**config.mk**
```make
export PLATFORM = sky130hd
export DESIGN_NAME = mul_nbit_wallace_pipe
export DESIGN_NICKNAME = d
export VERILOG_FILES = /design/src/rtl/mul_nbit_wallace_pipe.sv
export SDC_FILE = /design/constraint.sdc
export NUM_CORES = 1
export LEC_CHECK = 0
export BUFFER_PORTS_ARGS = -buffer_cell sky130_fd_sc_hd__buf_2
export CORE_ASPECT_RATIO = 1.25
export CORE_MARGIN = 1
export CORE_UTILIZATION = 53
export DETAILED_ROUTE_END_ITERATION = 7
export MAX_ROUTING_LAYER = met4
export PLACE_DENSITY = 0.71
export SLEW_MARGIN = 20
export SYNTH_ARGS = -nofsm -noshare
export SYNTH_HDL_FRONTEND = slang
export SYNTH_SLANG_ARGS = --single-unit
```
**constraint.sdc**
```tcl
create_clock -name i_clk -period 5.6 [get_ports i_clk]
set_input_delay 0.28 -clock i_clk [delete_from_list [all_inputs] [get_ports i_clk]]
set_output_delay 0.28 -clock i_clk [all_outputs]
set_load 0.01 [all_outputs]
```
**src/rtl/mul_nbit_wallace_pipe.sv**
```systemverilog
// Three-stage pipelined signed/unsigned multiplier: partial products, Wallace
// carry-save reduction with bit-level full adders, then a final carry-propagate add.
module mul_nbit_wallace_pipe #(
  parameter int DATA_WIDTH = 8,
  parameter int RES_WIDTH  = 2 * DATA_WIDTH
) (
  input  logic                  i_clk,
  input  logic                  i_rst_n,
  input  logic                  i_vld,
  output logic                  o_rdy,
  input  logic [DATA_WIDTH-1:0] i_num_a,
  input  logic [DATA_WIDTH-1:0] i_num_b,
  input  logic                  i_sgn,
  input  logic                  i_clr,
  output logic                  o_vld,
  input  logic                  i_rdy,
  output logic [RES_WIDTH-1:0]  o_res
);

  // One extra row carries the +1 that completes negation of the signed top row.
  localparam int NR   = DATA_WIDTH + 1;
  localparam int LVLS = 8;

  function automatic logic [1:0] fa(input logic x, input logic y, input logic z);
    return {(x & y) | (x & z) | (y & z), x ^ y ^ z};
  endfunction

  function automatic int rows_at(input int lvl);
    int r;
    r = NR;
    for (int l = 0; l < lvl; l++) begin
      r = r - (r / 3);
    end
    return r;
  endfunction

  logic                 stall_s;
  logic                 v1_q, v2_q, v3_q;
  logic                 v1_d, v2_d, v3_d;
  logic [RES_WIDTH-1:0] a_ext_s;
  logic [RES_WIDTH-1:0] pp_s [NR];
  logic [RES_WIDTH-1:0] pp_q [NR];
  logic [RES_WIDTH-1:0] sum_s, cy_s;
  logic [RES_WIDTH-1:0] sum_q, cy_q;
  logic [RES_WIDTH-1:0] res_q;

  assign stall_s = v3_q & ~i_rdy;
  assign o_rdy   = ~stall_s;
  assign o_vld   = v3_q;
  assign o_res   = res_q;

  // Partial products; signed mode subtracts the top row as ~row + 1.
  always_comb begin
    a_ext_s = {{(RES_WIDTH-DATA_WIDTH){i_sgn & i_num_a[DATA_WIDTH-1]}}, i_num_a};
    for (int i = 0; i < DATA_WIDTH; i++) begin
      if (!i_num_b[i]) begin
        pp_s[i] = {RES_WIDTH{1'b0}};
      end else if (i_sgn && (i == DATA_WIDTH - 1)) begin
        pp_s[i] = ~(a_ext_s << i);
      end else begin
        pp_s[i] = a_ext_s << i;
      end
    end
    pp_s[NR-1] = {{(RES_WIDTH-1){1'b0}}, i_sgn & i_num_b[DATA_WIDTH-1]};
  end

  for (genvar l = 0; l < LVLS; l++) begin : g_lvl
    localparam int RC = rows_at(l);
    localparam int NG = RC / 3;
    logic [RES_WIDTH-1:0] in_s  [NR];
    logic [RES_WIDTH-1:0] out_s [NR];

    if (l == 0) begin : g_first
      always_comb in_s = pp_q;
    end else begin : g_next
      always_comb in_s = g_lvl[l-1].out_s;
    end

    // Each group of three rows becomes a sum row and a shifted carry row.
    always_comb begin
      logic [1:0]           fa_r;
      logic [RES_WIDTH-1:0] cy_w;
      fa_r = 2'b00;
      cy_w = {RES_WIDTH{1'b0}};
      for (int r = 0; r < NR; r++) begin
        out_s[r] = {RES_WIDTH{1'b0}};
      end
      for (int g = 0; g < NG; g++) begin
        for (int k = 0; k < RES_WIDTH; k++) begin
          fa_r = fa(in_s[3*g][k], in_s[3*g+1][k], in_s[3*g+2][k]);
          out_s[2*g][k] = fa_r[0];
          cy_w[k]       = fa_r[1];
        end
        out_s[2*g+1] = cy_w << 1;
      end
      for (int r = 3 * NG; r < RC; r++) begin
        out_s[r-NG] = in_s[r];
      end
    end
  end

  assign sum_s = g_lvl[LVLS-1].out_s[0];
  assign cy_s  = g_lvl[LVLS-1].out_s[1];

  // Valid bits: flush beats stall, stall freezes, otherwise shift.
  always_comb begin
    if (i_clr) begin
      {v1_d, v2_d, v3_d} = 3'b000;
    end else if (stall_s) begin
      {v1_d, v2_d, v3_d} = {v1_q, v2_q, v3_q};
    end else begin
      {v1_d, v2_d, v3_d} = {i_vld, v1_q, v2_q};
    end
  end

  // Stage registers; data only moves when the pipe is not stalled.
  always_ff @(posedge i_clk or negedge i_rst_n) begin
    if (!i_rst_n) begin
      v1_q  <= 1'b0;
      v2_q  <= 1'b0;
      v3_q  <= 1'b0;
      for (int r = 0; r < NR; r++) begin
        pp_q[r] <= {RES_WIDTH{1'b0}};
      end
      sum_q <= {RES_WIDTH{1'b0}};
      cy_q  <= {RES_WIDTH{1'b0}};
      res_q <= {RES_WIDTH{1'b0}};
    end else begin
      v1_q <= v1_d;
      v2_q <= v2_d;
      v3_q <= v3_d;
      if (!stall_s) begin
        pp_q  <= pp_s;
        sum_q <= sum_s;
        cy_q  <= cy_s;
        res_q <= sum_q + cy_q;
      end
    end
  end

endmodule

```
==> metrics.csv <==
stage,metric,value,unit
status,run status,finished clean,
timing,Worst Tran Pin Value,1.07,ns
cts,Skew-Pair Late Insertion Delay,0.41,ns
worst_setup_path,Crit path largest cell delay,0.66,ns
detailed_routing,DRC Markers,0,
layout,FF+latch area,3050,um^2
grt,number of global-route vias before repair,5060,
logic_synthesis,"Async S/R FF share, synth",1.00,
timing,hold slack,0.0506,ns
cts,clock sink count,122,
logic_synthesis,"EDFF count, synth",0,
logic_synthesis,Yosys top cell area share,0.432,
grt,initial antenna violation count,0,
grt,GRT overflow,0,
timing,fin. max-slew vios,0,
logic_synthesis,average size of a mapped cell,9.58,um^2
worst_setup_path,Critical R2R Launch,g_lvl[0].in_s[142],
layout,number of inserted diodes,0,
detailed_routing,Iteration-0 DRC Markers,286,
logic_synthesis,synthesized flop and latch total,122,
pwr,PD cells,436,nW/um^2
place,Placer Congestion,0.947,
worst_setup_path,CP Class,reg2reg,
cts,Post-CTS Resized,0,
place,PortBufs,39,
cts,CTS Root Cell,clkbuf_16,
logic_synthesis,Area contributors post-synth,"dfrtp_1 43%, fa_1 17%, nand2_1 9.2%",
die,Initial Utilization,0.550,
layout,most frequent cells in the layout,"173 x nand2_1, 122 x dfrtp_1, 93 x inv_1",
grt,global-route wire length before repair,24400,um
grt,GRT Overall Usage,0.237,
logic_synthesis,"Seq/Total Area, Yosys",0.432,
pwr,Leak Pwr,3.97,nW
worst_setup_path,type of destination of the critical path,register,
worst_setup_path,Critical Path Start,g_lvl[0].in_s[142],
timing,post-route worst setup slack,2.34,ns
cts,total CTS buffers,17,
logic_synthesis,Syn. warnings,0,
place,DPL Wire Length,9910,um
pwr,"Power, Total",3.47,mW
cts,H-tree levels,4,
run,max-cap violation count,0,
detailed_routing,WL/cell,15.5,um
layout,"commonest non-fill, non-tap cell in the layout",nand2_1,
cts,CTS tree,built,
timing,setup TNS,0,ns
place,DP Cell Count,905,
layout,layout cell share with drive strength beyond 1,0.0990,
layout,Fill cells,1049,
detailed_routing,Vias,4957,
logic_synthesis,top_reg_cell synth,dfrtp_1,
min_path,Hold/Removal Path Class,in2reg,
logic_synthesis,"Distinct cells, synth",36,
timing,clock skew,0.0107,ns
timing,Fmax,307,MHz
timing,fin crit share,0.583,
logic_synthesis,Synth area leader,dfrtp_1,
detailed_routing,ANT nets after route,0,
place,placed inst area,7330,um^2
timing,Final setup viols,0,
worst_setup_path,CP cell instances,inv_1 > fa_1 > inv_1 > fa_1 > inv_1 > fa_1 > inv_1 > fa_1 > nand2_1 > nand2_1,
layout,Area Overhead vs Synth,12.5,%
cts,"CTS clk-pin slew, worst paths",0.05,ns
layout,Layout Utilization,0.619,
layout,multi-input logic area,3490,um^2
die,core area,12800,um^2
logic_synthesis,Mapped Area,7060,um^2
layout,Finished Cell Area,7950,um^2
cts,Max Root-Sink Buffers,2,
detailed_routing,Via-to-Cell Ratio,5.30,
die,Die H,131,um
detailed_routing,drt first pass iters,5,
timing,Slew Limit Headroom,0.284,
worst_setup_path,Crit-path slowest cell,fa_1,
timing,"Hold Vio Cnt, Final",0,
timing,RSZ-0062 raised after global routing,false,
die,io pins,40,
worst_setup_path,Worst Path Buf+Inv,4,
die,Die ar.,13800,um^2
logic_synthesis,Gate Count Post-Synth,737,
min_path,HP Start,i_clr,
die,Row Count,46,
timing,final worst path period need,3.26,ns
die,Die Wd,105,um
layout,final cell count without fillers,936,
grt,maximum number of pins on one net before global-route repair,117,
pwr,VDD IR max,0.203,mV
worst_setup_path,Top delay family on crit path,adder cells,
worst_setup_path,crit path DAT,3.61,ns
worst_setup_path,required time of the critical path,5.95,ns
worst_setup_path,crit start category,register,
worst_setup_path,crit path max fanout,4,
layout,fin nets,875,
detailed_routing,total wire length,14500,um
place,DP Worst Slack,2.34,ns
## synth_stat cells, types with 2 or more instances
cell,count
a21oi_1,21
buf_1,8
buf_2,10
clkbuf_1,25
dfrtp_1,122
fa_1,60
ha_1,36
inv_1,93
nand2_1,173
nand3_1,66
nand3b_1,2
nor2_1,16
nor2b_1,2
o21ai_0,58
xnor2_1,20
xor2_1,5
## sequential cells by signal, summed over array words and instances, names as in the netlist
register	cells
sum_q	16
o_vld	1
v2_q	1
cy_q	14
v1_q	1
g_lvl.in_s	73
o_res	16
## cells by family after synthesis
group                      after synthesis  share of synthesized area
buffers and inverters                  137                     0.0746
AOI/OAI and AO/OA                       93                     0.0732
DFF                                    122                      0.432
and+or+nand+nor                        263                      0.155
other                                    1                   0.000531
xor gates and xnor gates                25                     0.0310
adders and majority gates               96                      0.234
## area by class of cell
| cell class | instances | area share |
|---|---|---|
| Clock buffer | 22 | 0.0609 |
| Clock inverter | 8 | 0.0148 |
| Inverter | 94 | 0.0447 |
| Multi-Input combinational cell | 479 | 0.440 |
| Sequential cell | 122 | 0.384 |
| Tap cell | 168 | 0.0264 |
| Timing Repair Buffer | 43 | 0.0294 |
## report_power, final
part	internal [mW]	total [mW]	switching (mW)
combinational	0.508	1.19	0.686
clock	0.739	1.12	0.378
sequential	1.07	1.16	0.0920
total	2.31	3.47	1.16
## what timing repair did
item / 4_1_cts / 5_1_grt
setup buffers: 0 / 0
endpoints found under the hold margin: 42 / 0
hold buffers: 1 / 0
## per-layer routing
| metal | global-route usage | up-vias | share of wire |
|---|---|---|---|
| li1 | - | 2353 | - |
| met1 | 0.294 | 2472 | 0.44 |
| met2 | 0.396 | 116 | 0.51 |
| met3 | 0.0425 | 16 | 0.039 |
| met4 | 0.0853 | 0 | 0.013 |
| met5 | - | - | 0 |
## path summary, 6_finish.rpt
path                                      to  slack [ns]  cells past startpoint
max                                sum_q[13]        2.34                     10
min                                     v2_q        0.05                      2
max reg2reg                        sum_q[13]        2.34                     10
min reg2reg                         o_res[3]        0.46                      2
max in group asynchronous  g_lvl[0].in_s[53]        4.05                      3
min in group asynchronous          o_res[15]        0.41                      2
Note: power is estimated with default switching activity, not from simulation.
